## config.mk

```make
export PLATFORM = sky130hd
export DESIGN_NAME = uart_cmd_assembler
export DESIGN_NICKNAME = d
export VERILOG_FILES = /design/src/rtl/uart_cmd_assembler.sv
export SDC_FILE = /design/constraint.sdc
export NUM_CORES = 1
export LEC_CHECK = 0
export CAP_MARGIN = 20
export CORE_MARGIN = 2
export CORE_UTILIZATION = 40
export DETAILED_ROUTE_END_ITERATION = 10
export HOLD_SLACK_MARGIN = 0.12
export PLACE_DENSITY = 0.63
export REMOVE_ABC_BUFFERS = 1
export SYNTH_ARGS = -nofsm -noshare
export SYNTH_HDL_FRONTEND = slang
export SYNTH_SLANG_ARGS = --single-unit
```

## constraint.sdc

```tcl
create_clock -name clk -period 2.3 [get_ports clk]
set_input_delay 0.69 -clock clk [delete_from_list [all_inputs] [get_ports clk]]
set_output_delay 0.69 -clock clk [all_outputs]
set_load 0.01 [all_outputs]
```

## src/rtl/uart_cmd_assembler.sv

```systemverilog
// UART command assembler: frames header + CMD_BYTES payload + checksum bytes
// from the receiver into command words for the dispatcher, with checksum,
// inter-byte timeout and overrun reporting.
module uart_cmd_assembler #(
  parameter int          CMD_BYTES    = 3,
  parameter logic [7:0]  HDR          = 8'hA5,
  parameter int          TIMEOUT_CLKS = 50000
) (
  input  logic                   clk,
  input  logic                   rst_n,
  input  logic                   rx_rdy,
  input  logic [7:0]             rx_data,
  output logic                   clr_rx_rdy,
  output logic [8*CMD_BYTES-1:0] cmd,
  output logic                   cmd_rdy,
  input  logic                   clr_cmd_rdy,
  output logic                   err,
  output logic [1:0]             err_code,
  output logic                   overrun
);

  localparam int          W      = 8*CMD_BYTES;
  localparam logic [15:0] TO_MAX = 16'(TIMEOUT_CLKS-1);
  localparam logic [3:0]  LAST   = 4'(CMD_BYTES-1);

  typedef enum logic [1:0] {IDLE, PAYLOAD, CHECK} state_t;

  state_t         state, state_nx;
  logic [15:0]    to_cnt;
  logic [3:0]     idx;
  logic [7:0]     sum;
  logic [W-1:0]   shadow;
  logic           accept, expire, pkt_ok, pkt_bad;

  // A byte still flagged while we acknowledge it must not be taken twice.
  assign accept = rx_rdy & ~clr_rx_rdy;

  // State register.
  always_ff @(posedge clk or negedge rst_n) begin
    if (!rst_n) state <= IDLE;
    else        state <= state_nx;
  end

  // Next-state and packet verdict; an accept in the expiry cycle beats the timeout.
  always_comb begin
    state_nx = state;
    expire   = 1'b0;
    pkt_ok   = 1'b0;
    pkt_bad  = 1'b0;
    case (state)
      IDLE: begin
        if (accept && rx_data == HDR) state_nx = PAYLOAD;
      end
      PAYLOAD: begin
        if (accept) begin
          if (idx == LAST) state_nx = CHECK;
        end else if (to_cnt == TO_MAX) begin
          expire   = 1'b1;
          state_nx = IDLE;
        end
      end
      CHECK: begin
        if (accept) begin
          state_nx = IDLE;
          if (rx_data == sum) pkt_ok  = 1'b1;
          else                pkt_bad = 1'b1;
        end else if (to_cnt == TO_MAX) begin
          expire   = 1'b1;
          state_nx = IDLE;
        end
      end
      default: state_nx = IDLE;
    endcase
  end

  // Byte acknowledge pulse, one cycle after each accept.
  always_ff @(posedge clk or negedge rst_n) begin
    if (!rst_n) clr_rx_rdy <= 1'b0;
    else        clr_rx_rdy <= accept;
  end

  // Inter-byte timer: held at zero in IDLE, restarted by every accepted byte.
  always_ff @(posedge clk or negedge rst_n) begin
    if (!rst_n)                      to_cnt <= '0;
    else if (state == IDLE || accept) to_cnt <= '0;
    else                             to_cnt <= to_cnt + 16'd1;
  end

  // Payload shadow (first byte ends up in the MSBs), running sum and byte index.
  always_ff @(posedge clk or negedge rst_n) begin
    if (!rst_n) begin
      idx    <= '0;
      sum    <= '0;
      shadow <= '0;
    end else if (state == IDLE && accept && rx_data == HDR) begin
      idx <= '0;
      sum <= '0;
    end else if (state == PAYLOAD && accept) begin
      shadow <= W'({shadow, rx_data});
      sum    <= sum + rx_data;
      idx    <= idx + 4'd1;
    end
  end

  // Error pulse and sticky last error code.
  always_ff @(posedge clk or negedge rst_n) begin
    if (!rst_n) begin
      err      <= 1'b0;
      err_code <= 2'b00;
    end else begin
      err <= pkt_bad | expire;
      if (pkt_bad)     err_code <= 2'b01;
      else if (expire) err_code <= 2'b10;
    end
  end

  // Command handoff; a completion beats a same-cycle clear.
  always_ff @(posedge clk or negedge rst_n) begin
    if (!rst_n) begin
      cmd     <= '0;
      cmd_rdy <= 1'b0;
      overrun <= 1'b0;
    end else begin
      if (pkt_ok) cmd <= shadow;
      if (pkt_ok)           cmd_rdy <= 1'b1;
      else if (clr_cmd_rdy) cmd_rdy <= 1'b0;
      if (pkt_ok && cmd_rdy && !clr_cmd_rdy) overrun <= 1'b1;
      else if (clr_cmd_rdy && !pkt_ok)       overrun <= 1'b0;
    end
  end

endmodule

```

==> run metrics <==
status=finished, final reports clean; final estimated routing congestion in global placement=0.8750; number of max-cap violations=0; proportion of power drawn by the clock network=31.0%; simple logic cell fraction of the synthesized area=12.60%; initial standard-cell utilization of the core=41.02%; post-route minimum period=2.269 ns; quantity of I/O buffers inserted on ports=41; P_leak=2.336 nW; pins over their slew limit=0; total vias in the final route=2600; detailed-route wire length per cell=14.95 um; met2 WL=3686 um; remaining routing DRC violations=0; Psw=0.0009845 W; instance area at placement=4712 um2; post-synth top area share=52.91%; overall global routing resource usage=15.44%; Boundary Pins=42; vertical die dimension=103.7 um; syn avg cell area=12.61 um2; clock sinks=84; cell at the slowest stage of the critical path=clkdlybuf4s50_1; cell type group with the largest total delay on the critical path=buffers and inverters; Worst setup EP type=flip-flop; Detailed Place HPWL=5199 um; vias in the first global route=2608; width of the chip=103.7 um; CP max stage delay=0.47 ns; total non-filler cell area in the finished layout=5072 um2; clk root buf=clkbuf_8; Max Clock Freq=440.8 MHz; die area=10740 um2; clock transition time at the flip-flop clock pins of the worst setup and hold paths=0.09 ns; sequential area share after synthesis=52.91%; Design Power=0.003484 W; CP Data Arrival Time=2.52 ns; post-route setup slack=0.03140 ns; library cells used by synthesis=43; final number of hold-violating endpoints=0; clock tree from TritonCTS=built; Critical Setup Path Class=input port to flip-flop; setup slack at placement=-0.5964 ns; initial antenna violation count=0; reg-to-reg endpoint=cmd[2]; number of H-tree branching levels=3; worst hold path class=input port to async pin; count of cells along the worst register-to-register path=6; worst vdd ir=0.4023 mV; Hold Slack=0.3026 ns; compound-gate portion of the synthesized area=5.323%; most frequent standard cell in the layout excluding fill and tap cells=dfrtp_1; r2r startpoint=sum[1]; worst-margin pin slew=0.5907 ns; pin count of the biggest net entering global routing=41; worst path bufs/invs=3; power per cell area=686.9 nW/um2; area added between synthesis and finish=27.68%; number of standard cells after synthesis=315; fraction of synthesized area in multiplexers=17.01%; global-route wire length before repair=13210 um; Post-Route M1 WL=3800 um; data required time of the critical path=2.55 ns; maximum fanout along the worst path=13; number of buffers inserted during clock tree synthesis=9; XOR/XNOR Fraction of Synth Area=4.189%; Core Rows=36; total of flip-flops plus latches after synthesis=84; slack of the worst reg-to-reg path=0.21 ns; Mapped Area=3973 um2; cell taking the most area after synthesis=dfrtp_1; cell chain of the critical path=clkdlybuf4s50_1, buf_4, xnor2_1, nand3_1, or2_4, bufbuf_16, mux2_4; internal power=0.002500 W; fraction of power consumed by combinational cells=19.7%; arithmetic-cell share of the synthesized area counting full adders, half adders and majority gates=4.913%; later-pin clock latency in the skew report=0.36 ns; initial detailed-routing violation count=65; warning count from the yosys run=0; Top Metal Used=met4; number of nets in the final layout=421; largest family of logic cells by synthesized area=multiplexers; Sw Share=28.26%; metal3 WL=367 um; fin util=52.38%; commonest cells after routing, fill and taps aside=84 x dfrtp_1, 36 x mux2_4, 34 x buf_4, 33 x clkdlybuf4s50_1, 31 x nor2_1; cell types with the largest area share after synthesis=dfrtp_1 53%, mux2_4 14%, ha_1 4.4%; maximum root-to-sink buffer count=2; number of iterations in the first detailed-routing pass=4; layout cells sized above 1=29.07%; share of power burned in registers=49.2%; Final setup viols=0; Via density=4.887; sum of routed wire length over all layers=7955 um; CORE AREA=9684 um2; part of the cycle the worst path needs=98.63%; type of element launching the critical path=input port; worst slew slack as a fraction of its limit=60.26%; number of nets still failing antenna checks after routing=0; Worst Skew=0.009603 ns; number of diodes=0; leftover overflow at the end of global routing=0
[worst max path at each step]
stage,end,slack (ns),startpoint,cells past startpoint
floorplan,cmd[0],-0.27,rx_data[4],5
detailed placement,cmd[22],-0.60,rx_data[4],7
finish,cmd[2],0.03,rx_data[7],7
global placement,cmd[20],-0.56,rx_data[4],7
CTS,cmd[2],0.01,rx_data[4],7
global route,sum[6],-0.006,rx_data[0],9
[metal layers]
layer,global-route usage [%],vias to the layer above
li1,-,1249
met1,21.24,1279
met2,24.12,62
met3,4.594,10
met4,3.764,0
met5,0,-
[cell families after synthesis]
group / Yosys count
AOI/OAI and AO/OA: 34
xor gates and xnor gates: 19
adders and majority gates: 15
buffers and inverters: 22
DFF: 84
muxes: 48
and+or+nand+nor: 93
[timing repair]
action | 4_1_cts | 5_1_grt
hold buffers | 0 | 0
cloned | 2 | 0
pin swaps | 8 | 2
setup endpoints to repair | 49 | 25
buffers inserted | 3 | 1
endpoints found under the hold margin | 0 | 0
gates resized for setup | 14 | 6
[stage by stage]
step                setup TNS [ns]  instances
floorplan                   -6.874        306
global placement            -26.09        510
detailed placement          -27.94        510
CTS                              0        531
global route             -0.005942        532
finish                           0        532
[flip-flops by register name, indices dropped and copies added (netlist names), 2 cells and up]
signal    count
idx           4
state         2
err_code      2
sum           8
cmd          24
shadow       24
to_cnt       16
[layout make-up]
| class | count | area [um2] |
|---|---|---|
| clock buffers | 10 | 127.6 |
| fillers | 849 | 4612 |
| repair buffers | 76 | 701.9 |
| multi-input cells | 210 | 1854 |
| well taps | 133 | 166.4 |
| inverters | 13 | 48.80 |
| clock inverters | 6 | 71.32 |
| flip-flops and latches | 84 | 2102 |
[power groups by stage]
| stage | Combinational [W] | Clock, W | Sequential (W) |
|---|---|---|---|
| 2_1_floorplan | 0.000366 | 0 | 0.00169 |
| 3_3_place_gp | 0.000586 | 0 | 0.00172 |
| 3_5_place_dp | 0.000600 | 0 | 0.00172 |
| 4_1_cts | 0.000645 | 0.00112 | 0.00171 |
| 5_1_grt | 0.000758 | 0.00118 | 0.00173 |
| 6_report | 0.000688 | 0.00108 | 0.00171 |
[Yosys cell counts, drive strengths merged]
cell	instances
nand4bb	2
or4	1
or2	2
nand2b	1
or4b	1
nand2	21
nand4	3
a211oi	2
o22ai	1
ha	14
o21a	3
inv	13
o31a	2
nor4b	1
o41ai	1
nand3	9
nor2	32
xor2	10
fa	1
or4bb	2
o21ai	5
nor2b	3
xnor2	9
clkbuf	3
nor3	5
and3	3
mux2	48
o31ai	1
o2bb2ai	1
a22o	2
a21oi	15
dfrtp	84
nor4	6
and2	1
buf	6
a21boi	1
(Power assumes the default switching activity.)
